## src/rtl/if_fetch_unit.sv

```systemverilog
// Instruction fetch stage: keeps the PC, issues in-order word fetches under a credit limit,
// and buffers returned instructions with their PCs for decode. Redirects flush and drop stale responses.
module if_fetch_unit #(
  parameter int                WORD_W   = 32,
  parameter int                INSTR_W  = 32,
  parameter logic [WORD_W-1:0] RESET_PC = '0,
  parameter int                DEPTH    = 2
) (
  input  logic               clk,
  input  logic               rst_n,
  output logic               o_imem_req_valid,
  input  logic               i_imem_req_ready,
  output logic [WORD_W-1:0]  o_imem_req_addr,
  input  logic               i_imem_resp_valid,
  input  logic [INSTR_W-1:0] i_imem_resp_data,
  output logic               o_instr_valid,
  output logic [INSTR_W-1:0] o_instr,
  output logic [WORD_W-1:0]  o_instr_pc,
  input  logic               i_id_ready,
  input  logic               i_redirect_valid,
  input  logic [WORD_W-1:0]  i_redirect_pc
);

  localparam int AW = $clog2(DEPTH);
  localparam int CW = AW + 1;
  localparam logic [CW:0] DEPTH_C = (CW + 1)'(DEPTH);

  logic [WORD_W-1:0]  r_pc;
  logic [WORD_W-1:0]  r_resp_pc;
  logic [INSTR_W-1:0] r_instr_mem [DEPTH];
  logic [WORD_W-1:0]  r_pc_mem    [DEPTH];
  logic [AW-1:0]      r_wr_ptr;
  logic [AW-1:0]      r_rd_ptr;
  logic [CW-1:0]      r_count;
  logic [CW-1:0]      r_inflight;
  logic [CW-1:0]      r_drop;

  logic              w_req_fire;
  logic              w_push;
  logic              w_pop;
  logic [CW:0]       w_credit_used;
  logic [CW-1:0]     w_outstanding;
  logic [WORD_W-1:0] w_redirect_pc;

  // Outputs are qualified by rst_n so the reset cycle itself already shows an idle stage.
  assign w_credit_used    = {1'b0, r_inflight} + {1'b0, r_count};
  assign o_imem_req_valid = rst_n && (w_credit_used < DEPTH_C);
  assign o_imem_req_addr  = r_pc;
  assign o_instr_valid    = rst_n && (r_count != '0);
  assign o_instr          = o_instr_valid ? r_instr_mem[r_rd_ptr] : '0;
  assign o_instr_pc       = o_instr_valid ? r_pc_mem[r_rd_ptr] : '0;

  assign w_req_fire    = o_imem_req_valid & i_imem_req_ready;
  assign w_push        = i_imem_resp_valid & ~i_redirect_valid & (r_drop == '0);
  assign w_pop         = o_instr_valid & i_id_ready & ~i_redirect_valid;
  assign w_outstanding = r_inflight + CW'(w_req_fire) - CW'(i_imem_resp_valid);
  assign w_redirect_pc = i_redirect_pc & ~WORD_W'(3);

  always_ff @(posedge clk) begin
    if (!rst_n) begin
      r_pc       <= RESET_PC;
      r_resp_pc  <= RESET_PC;
      r_wr_ptr   <= '0;
      r_rd_ptr   <= '0;
      r_count    <= '0;
      r_inflight <= '0;
      r_drop     <= '0;
    end else begin
      r_inflight <= w_outstanding;
      if (i_redirect_valid) begin
        // Everything still outstanding after this edge belongs to the old path.
        r_pc      <= w_redirect_pc;
        r_resp_pc <= w_redirect_pc;
        r_drop    <= w_outstanding;
        r_wr_ptr  <= '0;
        r_rd_ptr  <= '0;
        r_count   <= '0;
      end else begin
        if (w_req_fire) begin
          r_pc <= r_pc + WORD_W'(4);
        end
        if (i_imem_resp_valid && (r_drop != '0)) begin
          r_drop <= r_drop - CW'(1);
        end
        if (w_push) begin
          r_wr_ptr  <= r_wr_ptr + AW'(1);
          r_resp_pc <= r_resp_pc + WORD_W'(4);
        end
        if (w_pop) begin
          r_rd_ptr <= r_rd_ptr + AW'(1);
        end
        r_count <= r_count + CW'(w_push) - CW'(w_pop);
      end
    end
  end

  // NOTE: FIFO storage has no reset; r_count gates every read, so stale contents are never visible.
  always_ff @(posedge clk) begin
    if (w_push) begin
      r_instr_mem[r_wr_ptr] <= i_imem_resp_data;
      r_pc_mem[r_wr_ptr]    <= r_resp_pc;
    end
  end

  a_no_orphan_resp : assert property (@(posedge clk) disable iff (!rst_n)
    i_imem_resp_valid |-> (r_inflight != '0));

endmodule

```

## config.mk

```make
export PLATFORM = sky130hd
export DESIGN_NAME = if_fetch_unit
export DESIGN_NICKNAME = d
export VERILOG_FILES = /design/src/rtl/if_fetch_unit.sv
export SDC_FILE = /design/constraint.sdc
export NUM_CORES = 1
export LEC_CHECK = 0
export CORE_UTILIZATION = 55
export DETAILED_ROUTE_END_ITERATION = 8
export PLACE_DENSITY_LB_ADDON = 0.1
export SETUP_SLACK_MARGIN = 0.1
export SLEW_MARGIN = 20
export SYNTH_ARGS = -nofsm -noshare
export SYNTH_HDL_FRONTEND = slang
export SYNTH_SLANG_ARGS = --single-unit
```

## constraint.sdc

```tcl
create_clock -name clk -period 9.87 [get_ports clk]
set_clock_uncertainty 0.05 [all_clocks]
set_input_delay 1.4805 -clock clk [delete_from_list [all_inputs] [get_ports clk]]
set_output_delay 1.4805 -clock clk [all_outputs]
set_load 0.02 [all_outputs]
```

=== Yosys cells after proc, flatten, opt, wreduce, memory -nomap -nowiden ===
Memories as Yosys holds them, arrays and structs flattened. A register that Yosys moved wholly into a read port is not among the register bits.
Cells that the tools add are included.
W data, S select, Z words.

* Register bits after elaboration: 72
* RAM bits: 128
* Bits of input ports: 70
* Output and inout bits: 98
* Word-level logic and storage cells: 53
* Memories: 2

* Add/sub/neg operators: 10
* $lt $le $gt $ge: 1
* Muxes and demuxes: 14
* Bitwise logic cells: 7
* Reduce and logical (&&, ||, !) cells: 10

{| class="wikitable"
|+ Memories
! memory !! words !! bits a word !! rd ports !! clocked after Yosys merged registers in !! write ports !! RTL line !! RTL
|-
| r_instr_mem || 2 || 32 || 1 || 1 || 1 || 30 || <nowiki>logic [INSTR_W-1:0] r_instr_mem [DEPTH];</nowiki>
|-
| r_pc_mem || 2 || 32 || 1 || 1 || 1 || 31 || <nowiki>logic [WORD_W-1:0] r_pc_mem [DEPTH];</nowiki>
|}

{| class="wikitable"
|+ Operators by type and width
! kind !! number
|-
| $mux W32 || 6
|-
| $add A32 B3 Y32 const B || 2
|-
| $reduce_bool A2 Y1 || 5
|-
| $mux W1 || 6
|-
| $and A1 B1 Y1 || 5
|-
| $add A2 B1 Y2 || 2
|-
| $mux W2 || 2
|-
| $sub A2 B1 Y2 || 2
|-
| $add A2 B2 Y3 || 1
|-
| $logic_and A1 B1 Y1 || 3
|-
| $lt A3 B2 Y1 const B || 1
|-
| $add A1 B1 Y1 const B || 2
|-
| $logic_not A2 Y1 || 1
|-
| $not A1 Y1 || 2
|-
| $reduce_or A2 Y1 || 1
|-
| $sub A2 B1 Y2 const B || 1
|}

=== Longest topological paths before layout ===
Gate-level depths: netlist (run 1).

* Word-level depth: 7
* Depth in mapped cells: 10
* Depth with buffers taken out: 10

=== Least setup slack after synthesis (run 1) ===
Ideal clock, no wire load.

* Kind: input-to-reg
* Start point: input port i_redirect_valid
* End point: memory r_instr_mem[0][0] (enable)
* Setup time: 482 ps
* Arrival: 4,580 ps
* Required time: 9,338 ps
* Path slack: 4,757 ps
* Stages: 4
* Path buffers: 1
* Cell sequence: inv_1 clkbuf_1 nand3_1 nor2_1

* Longest elaborated chain between the ends: 5

{| class="wikitable"
|+ RTL lines
! element !! RTL line !! RTL
|-
| start, declared || 20 || <nowiki>input logic i_redirect_valid,</nowiki>
|-
| $not A1 Y1 || 54 || <nowiki>assign w_push = i_imem_resp_valid & ~i_redirect_valid & (r_drop == '0);</nowiki>
|-
| $and A1 B1 Y1 (2 in series) || 54 ||
|-
| $mux W1 || 99 || <nowiki>if (w_push) begin</nowiki>
|-
| $mux W1 (not written as such) || 100 || <nowiki>r_instr_mem[r_wr_ptr] <= i_imem_resp_data;</nowiki>
|-
| end, declared || 30 ||
|}

Every way passes these cells.

=== Worst setup path in the final report (run 1) ===
* Start point: input port rst_n
* End point: output port o_instr_pc[18]

* Longest elaborated chain between the ends: 2

{| class="wikitable"
|+ RTL lines
! element !! RTL line !! RTL
|-
| start, declared || 10 || <nowiki>input logic rst_n,</nowiki>
|-
| $logic_and A1 B1 Y1 || 49 || <nowiki>assign o_instr_valid = rst_n && (r_count != '0);</nowiki>
|-
| $mux W32 || 51 || <nowiki>assign o_instr_pc = o_instr_valid ? r_pc_mem[r_rd_ptr] : '0;</nowiki>
|-
| end, declared || 18 || <nowiki>output logic [WORD_W-1:0] o_instr_pc,</nowiki>
|}

Every way passes these cells.

==> summary.md, run 1 <==
| Metric | Value |
|---|---|
| TritonCTS clock tree | `done` |
| Core Region | `14100 um2` |
| Worst-skew pair later-pin latency | `0.42 ns` |
| YS warnings | `0` |
| Root Buffer | `clkbuf_16` |
| Num CTS Buffers | `17` |
| Overall Global Routing Usage | `0.229` |
| Maximum VDD drop | `0.000126 V` |
| DRC viols | `0` |
| Initial antenna violation count | `0` |
| Arr. time, crit path | `3.55 ns` |
| Layout Cells excl Fill | `1015` |
| Proportion of synthesized chip area in sequential cells | `0.633` |
| Initial Utilization | `0.572` |
| Clk network pwr share | `0.370` |
| Worst-path maximum fanout | `63` |
| Final Net Count | `900` |
| Placed cell area | `9820 um2` |
| Remaining antenna violation count | `0` |
| Tightest Hold Check Type | `reg -> reg` |
| Setup-failing EPs final | `0` |
| Tightest Pin Transition | `1.11 ns` |
| Cts hold-fix bufs | `0` |
| Routed len/inst | `16.8 um` |
| Sequential cell area | `5110 um2` |
| Comb power frac | `0.103` |
| Startpoint types | `primary input` |
| Mean post-synth cell area | `12.0 um2` |
| Max Slew Vio Count | `0` |
| CTS resizes | `0` |
| # rows | `43` |
| Kind of critical path | `in -> out` |
| Post-CTS Setup Repair Bufs | `0` |
| Placed Cells | `983` |
| Int Power | `1380 uW` |
| DRT iter0 DRCs | `561` |
| CTS max path bufs | `2` |
| Setup_tns | `0 ns` |
| Routability Congestion | `0.927` |
| Die Ht | `123 um` |
| Sequential Power Share | `0.527` |
| Endpoints failing hold | `0` |
| HPWL after DPL | `11200 um` |
| Hold Path Stages | `2` |
| Rel. slew slack | `0.259` |
| Synth cell types | `41` |
| H-Tree Depth | `4` |
| Antenna diode count | `0` |
| Synth Cell Area | `8060 um2` |
| Leakage | `0.00343 uW` |
| Crit Reg-Reg Endpoint | `o_imem_req_addr[30]` |
| Sw frac | `0.232` |
| Minimum clock period | `5.08 ns` |
| Sw Pwr | `417 uW` |
| Via density | `5.64` |
| R2r setup slk | `6.84 ns` |
| Layout cell share with drive strength beyond 1 | `0.0539` |
| Primary FF master, synth | `edfxtp_1` |
| Die Area | `15100 um2` |
| RSZ-0062 raised after global routing | `no` |
| First-pass GRT wire length | `26200 um` |
| Fmax | `197 MHz` |
| Outcome | `complete, no violations` |
| Worst slack at placement | `4.80 ns` |
| Post-route cell area | `10400 um2` |
| Area of the multi-input gates | `2780 um2` |
| Async SR Flop Fraction | `0` |
| Seq cells post-synth | `193` |
| Worst flop-to-flop path startpoint | `r_count[0]` |
| Critical path required time | `8.34 ns` |
| Post-Syn Instances | `670` |
| PD cells | `173 nW/um2` |
| Worst Reg-to-Reg Cells | `8` |
| Input/output buffers | `161` |
| Reg clk slew, reported paths | `0.07 ns` |
| Final Cycle Share | `0.514` |
| Total global routing overflow | `0` |
| Fillers | `938` |
| Element type at the critical path end | `output pin` |
| Router iterations before antenna repair | `7` |
| Pin count of the biggest net entering global routing | `96` |
| Area growth syn-to-layout | `29.0%` |
| Clock sinks | `193` |
| HP Start | `r_rd_ptr` |
| Post-synth EDFFs | `124` |
| Most frequent cells in the layout | `161 x clkdlybuf4s50_1, 124 x edfxtp_1, 80 x nor2_1` |
| Die X | `123 um` |
| I/O pins | `168` |
| Drt total wl | `17000 um` |
| Most common cell after layout, fill and taps aside | `clkdlybuf4s50_1` |
| Vias in the first global route | `5353` |
| PnR worst setup slack | `4.79 ns` |
| Via Count | `5721` |
| MaxCap Viol Count | `0` |
==> cell usage after synthesis (all sizes together), types with 18 or more instances <==
library cell	count	share of area
xnor2	26	0.028
nand4	20	0.016
clkbuf	23	0.011
dfxtp	69	0.17
a21oi	51	0.032
edfxtp	124	0.46
xor2	29	0.032
nand3	18	0.011
mux2i	63	0.078
nor2	82	0.038
nand2	27	0.013
o21ai	39	0.024
==> worst max path at each step <==
stage	slack [ns]	cells after the start	to	start
3_3_place_gp	4.83	6	o_instr_pc[16]	rst_n
3_5_place_dp	4.80	6	o_instr_pc[6]	rst_n
5_1_grt	4.66	6	o_instr_pc[10]	rst_n
6_report	4.79	6	o_instr_pc[18]	rst_n
4_1_cts	4.78	6	o_instr_pc[18]	rst_n
2_1_floorplan	4.76	4	r_instr_mem[0][0]	i_redirect_valid
==> critical path, cell delays in order <==
cell and delay [ns]:
clkdlybuf4s50_1 0.45, buf_4 0.31, o21ai_4 0.09, buf_4 0.32, nor2_1 0.20, clkdlybuf4s50_1 0.65
==> flip-flops by register name, summed over array words and instances (netlist names), named ones only <==
| register | flops |
|---|---|
| o_imem_req_addr | 30 |
| r_count | 2 |
| r_drop | 2 |
| r_inflight | 2 |
| r_instr_mem | 64 |
| r_pc_mem | 60 |
| r_rd_ptr | 1 |
| r_resp_pc | 30 |
| r_wr_ptr | 1 |
==> routing by layer <==
layer	track usage	share of wire
met2	0.342	0.45
met1	0.325	0.45
met3	0.0554	0.077
met4	0.0858	0.018
met5	0	0
==> cell families after synthesis <==
group,Yosys count,share of synthesized area
fa+ha+maj,8,0.0133
simple gates,194,0.120
mux,63,0.0782
buf+inv,51,0.0261
flops,193,0.633
compound gates,105,0.0689
xor+xnor,55,0.0598
other cells,1,0.000465
==> power groups by stage <==
stage	combinational [uW]	clock [uW]	sequential (uW)
finish	186	667	949
floorplan	96.8	0	966
global placement	180	0	961
detailed placement	185	0	966
global route	203	707	954
CTS	187	674	949
==> stage by stage <==
step,power [uW],util,hold WS [ns]
final,1800,0.738,0.462
after global routing,1860,0.738,0.485
after CTS,1810,0.738,0.467
after detailed placement,1150,0.697,0.440
after global placement,1140,0.697,0.432
after floorplan,1060,-,0.384
==> area by class of cell <==
| cell class | count | share of cell area |
|---|---|---|
| tap | 180 | 0.0217 |
| clock buffer | 23 | 0.0482 |
| inverter | 15 | 0.00541 |
| sequential | 193 | 0.491 |
| multi-input combinational | 429 | 0.268 |
| timing repair buffer | 166 | 0.159 |
| clock inverter | 9 | 0.00734 |
Power figures use the tool's default switching activity.
==> run 2: changes to the inputs <==
Settings changed: CORE_UTILIZATION 55 to 51.
Clock period 9.87 ns to 4.75 ns, I/O delays scaled along.
==> summary.md, run 2 (synthesis gave the netlist of run 1 again) <==
| Metric | Value |
|---|---|
| Outcome | `complete, no violations (unchanged)` |
| Crit path largest cell delay | `0.81 ns (was 0.65 ns)` |
| CTS resizes | `0 (unchanged)` |
| Final Cycle Share | `0.728` |
| Leakage | `0.00343 uW (about the same)` |
| Remaining antenna violation count | `0 (unchanged)` |
| Most frequent cells in the layout | `161 x clkdlybuf4s50_1, 124 x edfxtp_1, 80 x nor2_1 (unchanged)` |
| Util after Layout | `0.682 (was 0.738)` |
| Cts hold-fix bufs | `0 (unchanged)` |
| Drt total wl | `16400 um (was 17000 um)` |
| Worst Path Buf+Inv | `2 (was 4)` |
| First-pass GRT wire length | `25900 um (was 26200 um)` |
| Via density | `5.33 (was 5.64)` |
| Clk network pwr share | `0.370 (about the same)` |
| Startpoint types | `flip-flop (was primary input)` |
| Area growth syn-to-layout | `29.6% (was 29.0%)` |
| Overall Global Routing Usage | `0.206 (was 0.229)` |
| Largest Register | `r_instr_mem (unchanged)` |
| Minimum clock period | `3.46 ns` |
| Kind of critical path | `reg -> out (was in -> out)` |
| Layout cell share with drive strength beyond 1 | `0.0574 (was 0.0539)` |
| Max Slew Vio Count | `0 (unchanged)` |
| Die Area | `16300 um2 (was 15100 um2)` |
| Crit path max-delay cell type | `o21ai_4 (was clkdlybuf4s50_1)` |
| DRC viols | `0 (unchanged)` |
| Input/output buffers | `161 (unchanged)` |
| Vias in the first global route | `5274 (was 5353)` |
| Number of flip-flops in the largest register | `64 (unchanged)` |
| TritonCTS clock tree | `done (unchanged)` |
| Worst Reg-to-Reg Cells | `8 (unchanged)` |
| Routability Congestion | `0.940 (was 0.927)` |
| Tightest Pin Transition | `1.11 ns (about the same)` |
| # rows | `45 (was 43)` |
| Sw Pwr | `869 uW (was 417 uW)` |
| Core Region | `15300 um2 (was 14100 um2)` |
| Kind of cell adding the most delay to the critical path | `buffers and inverters (unchanged)` |
| Via Count | `5581 (was 5721)` |
| Worst-path maximum fanout | `38 (was 63)` |
| HP Start | `r_rd_ptr (unchanged)` |
| Routed len/inst | `15.7 um (was 16.8 um)` |
| Root Buffer | `clkbuf_16 (unchanged)` |
| Hold Path Stages | `2 (unchanged)` |
| CTS max path bufs | `2 (unchanged)` |
| Worst-skew pair later-pin latency | `0.42 ns (about the same)` |
| Arr. time, crit path | `2.70 ns (was 3.55 ns)` |
| Crit path cell chain | `o21ai_4, buf_4, nor2_1, clkdlybuf4s50_1 (was clkdlybuf4s50_1, buf_4, o21ai_4, buf_4, nor2_1, clkdlybuf4s50_1)` |
| Tightest Hold Check Type | `reg -> reg (unchanged)` |
| Setup_tns | `0 ns (unchanged)` |
| Rel. slew slack | `0.261 (was 0.259)` |
| Crit Reg-Reg Endpoint | `o_imem_req_addr[30] (unchanged)` |
| Fillers | `1162 (was 938)` |
| Die Ht | `128 um (was 123 um)` |
| Endpoints failing hold | `0 (unchanged)` |
| Sw frac | `0.232 (about the same)` |
| Int Power | `2870 uW (was 1380 uW)` |
| Setup-failing EPs final | `0 (unchanged)` |
| H-Tree Depth | `4 (unchanged)` |
| R2r setup slk | `1.78 ns (was 6.84 ns)` |
| Post-CTS Setup Repair Bufs | `0 (unchanged)` |
| Pin count of the biggest net entering global routing | `63 (was 96)` |
| Comb power frac | `0.103 (about the same)` |
| Clock sinks | `193 (unchanged)` |
| DRT iter0 DRCs | `440 (was 561)` |
| Initial Utilization | `0.526 (was 0.572)` |
| HPWL after DPL | `11100 um (was 11200 um)` |
| Worst hold margin | `0.459 ns (was 0.462 ns)` |
| Reg clk slew, reported paths | `0.06 ns (was 0.07 ns)` |
| Num CTS Buffers | `17 (unchanged)` |
| Die X | `128 um (was 123 um)` |
| Sequential Power Share | `0.527 (about the same)` |
| Worst flop-to-flop path startpoint | `r_count[0] (unchanged)` |
| Router iterations before antenna repair | `5 (was 7)` |
| PD cells | `358 nW/um2 (was 173 nW/um2)` |
| Total global routing overflow | `0 (unchanged)` |
| Most common cell after layout, fill and taps aside | `clkdlybuf4s50_1 (unchanged)` |
| Initial antenna violation count | `0 (unchanged)` |
| Final Net Count | `901 (was 900)` |
| Regs by FF count | `r_instr_mem x64, r_pc_mem x60 (unchanged)` |
| Critical path required time | `3.99 ns (was 8.34 ns)` |
| Fmax | `289 MHz` |
| I/O pins | `168 (unchanged)` |
| Element type at the critical path end | `output pin (unchanged)` |
| Maximum VDD drop | `0.000273 V (was 0.000126 V)` |
| RSZ-0062 raised after global routing | `no (unchanged)` |
| Antenna diode count | `0 (unchanged)` |
| MaxCap Viol Count | `0 (unchanged)` |
==> run 2: worst reg2reg max path, cell delays in order (launching register included) <==
cell and delay [ns]:
dfxtp_1 0.43, and2_1 0.18, fa_1 0.43, and4bb_2 0.48, inv_2 0.12, nor4_4 0.41
nand4b_2 0.21, or4_1 0.43, a31oi_1 0.17
==> run 2: metal layers <==
layer / up-vias / GRT usage / part of all wire
li1: 2730 / - / -
met1: 2632 / 0.288 / 0.47
met5: - / 0 / 0
met2: 196 / 0.320 / 0.46
met4: 0 / 0.0837 / 0.018
met3: 23 / 0.0384 / 0.056
==> run 2: layout make-up <==
| cell class | instances | area, um2 | area share |
|---|---|---|---|
| flip-flops and latches | 193 | 5110 | 0.489 |
| clock inverters | 13 | 134 | 0.0128 |
| well taps | 211 | 264 | 0.0253 |
| repair buffers | 167 | 1660 | 0.159 |
| clock buffers | 19 | 443 | 0.0424 |
| inverters | 15 | 56.3 | 0.00539 |
| multi-input cells | 429 | 2780 | 0.266 |
==> run 2: stage by stage <==
stage	area (um2)	setup WS [ns]	total power, uW	cells
after floorplan	8070	0.405	2210	673
after global placement	9870	1.30	2370	1015
after detailed placement	9870	1.25	2390	1015
after CTS	10400	1.24	3770	1047
after global routing	10400	1.09	3870	1047
final	10400	1.29	3740	1047
==> run 2: worst max-delay path by stage <==
stage	endpoint	from	slack, ns	cells after the start
2_1_floorplan	r_instr_mem[0][0]	i_redirect_valid	0.41	4
3_3_place_gp	o_imem_req_addr[30]	rst_n	1.30	8
3_5_place_dp	o_imem_req_addr[30]	rst_n	1.25	8
4_1_cts	o_instr_pc[18]	r_count[1]	1.24	4
5_1_grt	o_instr[18]	r_count[1]	1.09	4
6_report	o_instr_pc[23]	r_count[1]	1.29	4
==> run 2: power by group through the flow <==
stage / Combinational [uW] / Clock [uW] / Sequential, uW
after CTS: 387 / 1410 / 1970
after detailed placement: 384 / 0 / 2000
after global routing: 420 / 1470 / 1980
final: 385 / 1380 / 1970
after floorplan: 201 / 0 / 2010
after global placement: 377 / 0 / 2000
==> run 3: changes to the inputs <==
Clock period 4.75 ns to 3.5 ns, I/O delays scaled along.
==> summary.md, run 3 (synthesis gave the netlist of run 1 again) <==
| Metric | Value |
|---|---|
| Int Power | `3880 uW (was 2870 uW)` |
| Rel. slew slack | `0.559 (was 0.261)` |
| Worst-path maximum fanout | `63 (was 38)` |
| Leakage | `0.00345 uW (was 0.00343 uW)` |
| Kind of critical path | `in -> out (was reg -> out)` |
| # rows | `45 (unchanged)` |
| Vias in the first global route | `5390 (was 5274)` |
| Sw Pwr | `1170 uW (was 869 uW)` |
| Pin count of the biggest net entering global routing | `64 (was 63)` |
| Tightest Pin Transition | `0.662 ns (was 1.11 ns)` |
| Comb power frac | `0.106 (was 0.103)` |
| Routed len/inst | `16.1 um (was 15.7 um)` |
| Minimum clock period | `2.99 ns` |
| Max Slew Vio Count | `0 (unchanged)` |
| Worst slack at placement | `0.476 ns (was 1.25 ns)` |
| Final Cycle Share | `0.855` |
| Initial antenna violation count | `0 (unchanged)` |
| Die X | `128 um (unchanged)` |
| Die Area | `16300 um2 (unchanged)` |
| Most common cell after layout, fill and taps aside | `clkdlybuf4s50_1 (unchanged)` |
| Clk network pwr share | `0.364 (was 0.370)` |
| I/O pins | `168 (unchanged)` |
| Element type at the critical path end | `output pin (unchanged)` |
| HPWL after DPL | `11300 um (was 11100 um)` |
| Drt total wl | `16900 um (was 16400 um)` |
| H-Tree Depth | `4 (unchanged)` |
| CTS resizes | `0 (unchanged)` |
| Die Ht | `128 um (unchanged)` |
| Input/output buffers | `161 (unchanged)` |
| Router iterations before antenna repair | `4 (was 5)` |
| Num CTS Buffers | `17 (unchanged)` |
| Met2 WL | `7740 um (was 7490 um)` |
| RSZ-0062 raised after global routing | `no (unchanged)` |
| Largest Register | `r_instr_mem (unchanged)` |
| Cts hold-fix bufs | `0 (unchanged)` |
| Core Region | `15300 um2 (unchanged)` |
| Post-CTS Setup Repair Bufs | `0 (unchanged)` |
| Outcome | `complete, no violations (unchanged)` |
| Number of flip-flops in the largest register | `64 (unchanged)` |
| Sequential Power Share | `0.529 (was 0.527)` |
| PD cells | `480 nW/um2 (was 358 nW/um2)` |
| Via density | `5.33 (about the same)` |
| TritonCTS clock tree | `done (unchanged)` |
| Regs by FF count | `r_instr_mem x64, r_pc_mem x60 (unchanged)` |
| Most frequent cells in the layout | `161 x clkdlybuf4s50_1, 124 x edfxtp_1, 80 x nor2_1 (unchanged)` |
| Fillers | `1163 (was 1162)` |
| CTS max path bufs | `2 (unchanged)` |
| Arr. time, crit path | `2.42 ns (was 2.70 ns)` |
| Overall Global Routing Usage | `0.213 (was 0.206)` |
| First-pass GRT wire length | `26800 um (was 25900 um)` |
| Critical path required time | `2.92 ns (was 3.99 ns)` |
| Sw frac | `0.231 (was 0.232)` |
| Maximum VDD drop | `0.000343 V (was 0.000273 V)` |
| MaxCap Viol Count | `0 (unchanged)` |
| Antenna diode count | `0 (unchanged)` |
| Endpoints failing hold | `0 (unchanged)` |
| Routability Congestion | `0.892 (was 0.940)` |
| Uppermost layer routed | `met4 (unchanged)` |
| Total global routing overflow | `0 (unchanged)` |
| DRC viols | `0 (unchanged)` |
| DRT iter0 DRCs | `398 (was 440)` |
| Clock sinks | `193 (unchanged)` |
| Initial Utilization | `0.526 (unchanged)` |
| Power Total | `5040 uW (was 3740 uW)` |
| Wire length on met1 | `8130 um (was 7730 um)` |
| Reg clk slew, reported paths | `0.06 ns (about the same)` |
| Remaining antenna violation count | `0 (unchanged)` |
| Tightest Hold Check Type | `reg -> reg (unchanged)` |
| Root Buffer | `clkbuf_16 (unchanged)` |
| Final Net Count | `904 (was 901)` |
| Setup_tns | `0 ns (unchanged)` |
| Via Count | `5600 (was 5581)` |
| Startpoint types | `primary input (was flip-flop)` |
| Layout cell share with drive strength beyond 1 | `0.0596 (was 0.0574)` |
| Area growth syn-to-layout | `30.3% (was 29.6%)` |
| Detail Route met3 WL | `853 um (was 924 um)` |
| Fmax | `334 MHz` |
| Worst-skew pair later-pin latency | `0.42 ns (about the same)` |
| Setup-failing EPs final | `0 (unchanged)` |
| PnR worst setup slack | `0.508 ns (was 1.29 ns)` |
==> run 3: cell types whose count changed in the layout (fill, tap and decap cells not counted), moves of 2 or more <==
| cell | before | now |
|---|---|---|
| buf_12 | 0 | 3 |
| bufinv_16 | 2 | 0 |
| clkbuf_16 | 17 | 19 |
| clkbuf_8 | 1 | 3 |
| inv_4 | 3 | 0 |
==> run 3: routing by layer <==
metal	vias to the layer above	global-route usage
met5	-	0
met4	0	0.0754
met3	19	0.0451
met2	171	0.329
met1	2675	0.300
li1	2735	-
==> run 3: power by group through the flow <==
| stage | combinational, uW | sequential [uW] | clock [uW] |
|---|---|---|---|
| after global placement | 523 | 2710 | 0 |
| final | 537 | 2670 | 1840 |
| after CTS | 542 | 2670 | 1870 |
| after global routing | 585 | 2680 | 1960 |
| after floorplan | 273 | 2720 | 0 |
| after detailed placement | 537 | 2720 | 0 |
==> run 3: per-stage QoR <==
step | instance area [um2] | util | hold WS (ns) | std cells
after CTS | 10500 | 0.686 | 0.465 | 1050
after global routing | 10500 | 0.686 | 0.475 | 1050
after global placement | 9930 | 0.648 | 0.427 | 1018
after detailed placement | 9930 | 0.648 | 0.447 | 1018
after floorplan | 8070 | - | 0.384 | 673
final | 10500 | 0.686 | 0.455 | 1050
==> run 3: final timing paths <==
kind	startpoint	endpoint	slack, ns	cells after the start
max	rst_n	o_instr_pc[21]	0.51	5
min	r_resp_pc[12]	r_pc_mem[1][12]	0.45	0
max reg2reg	r_count[0]	o_imem_req_addr[30]	0.71	8
min reg2reg	r_resp_pc[12]	r_pc_mem[1][12]	0.45	0
==> run 3: final cells by class <==
cell class,instances,area (um2),share of cell area
tap,211,264,0.0251
clock buffer,24,524,0.0499
inverter,15,56.3,0.00536
sequential,193,5110,0.486
multi-input combinational,429,2780,0.265
timing repair buffer,170,1720,0.163
clock inverter,8,51.3,0.00488
==> run 3: worst max-delay path: stages <==
cell             delay (ns)
clkdlybuf4s50_1        0.50
o21ai_4                0.09
buf_4                  0.55
nor2_1                 0.15
clkdlybuf4s50_1        0.57
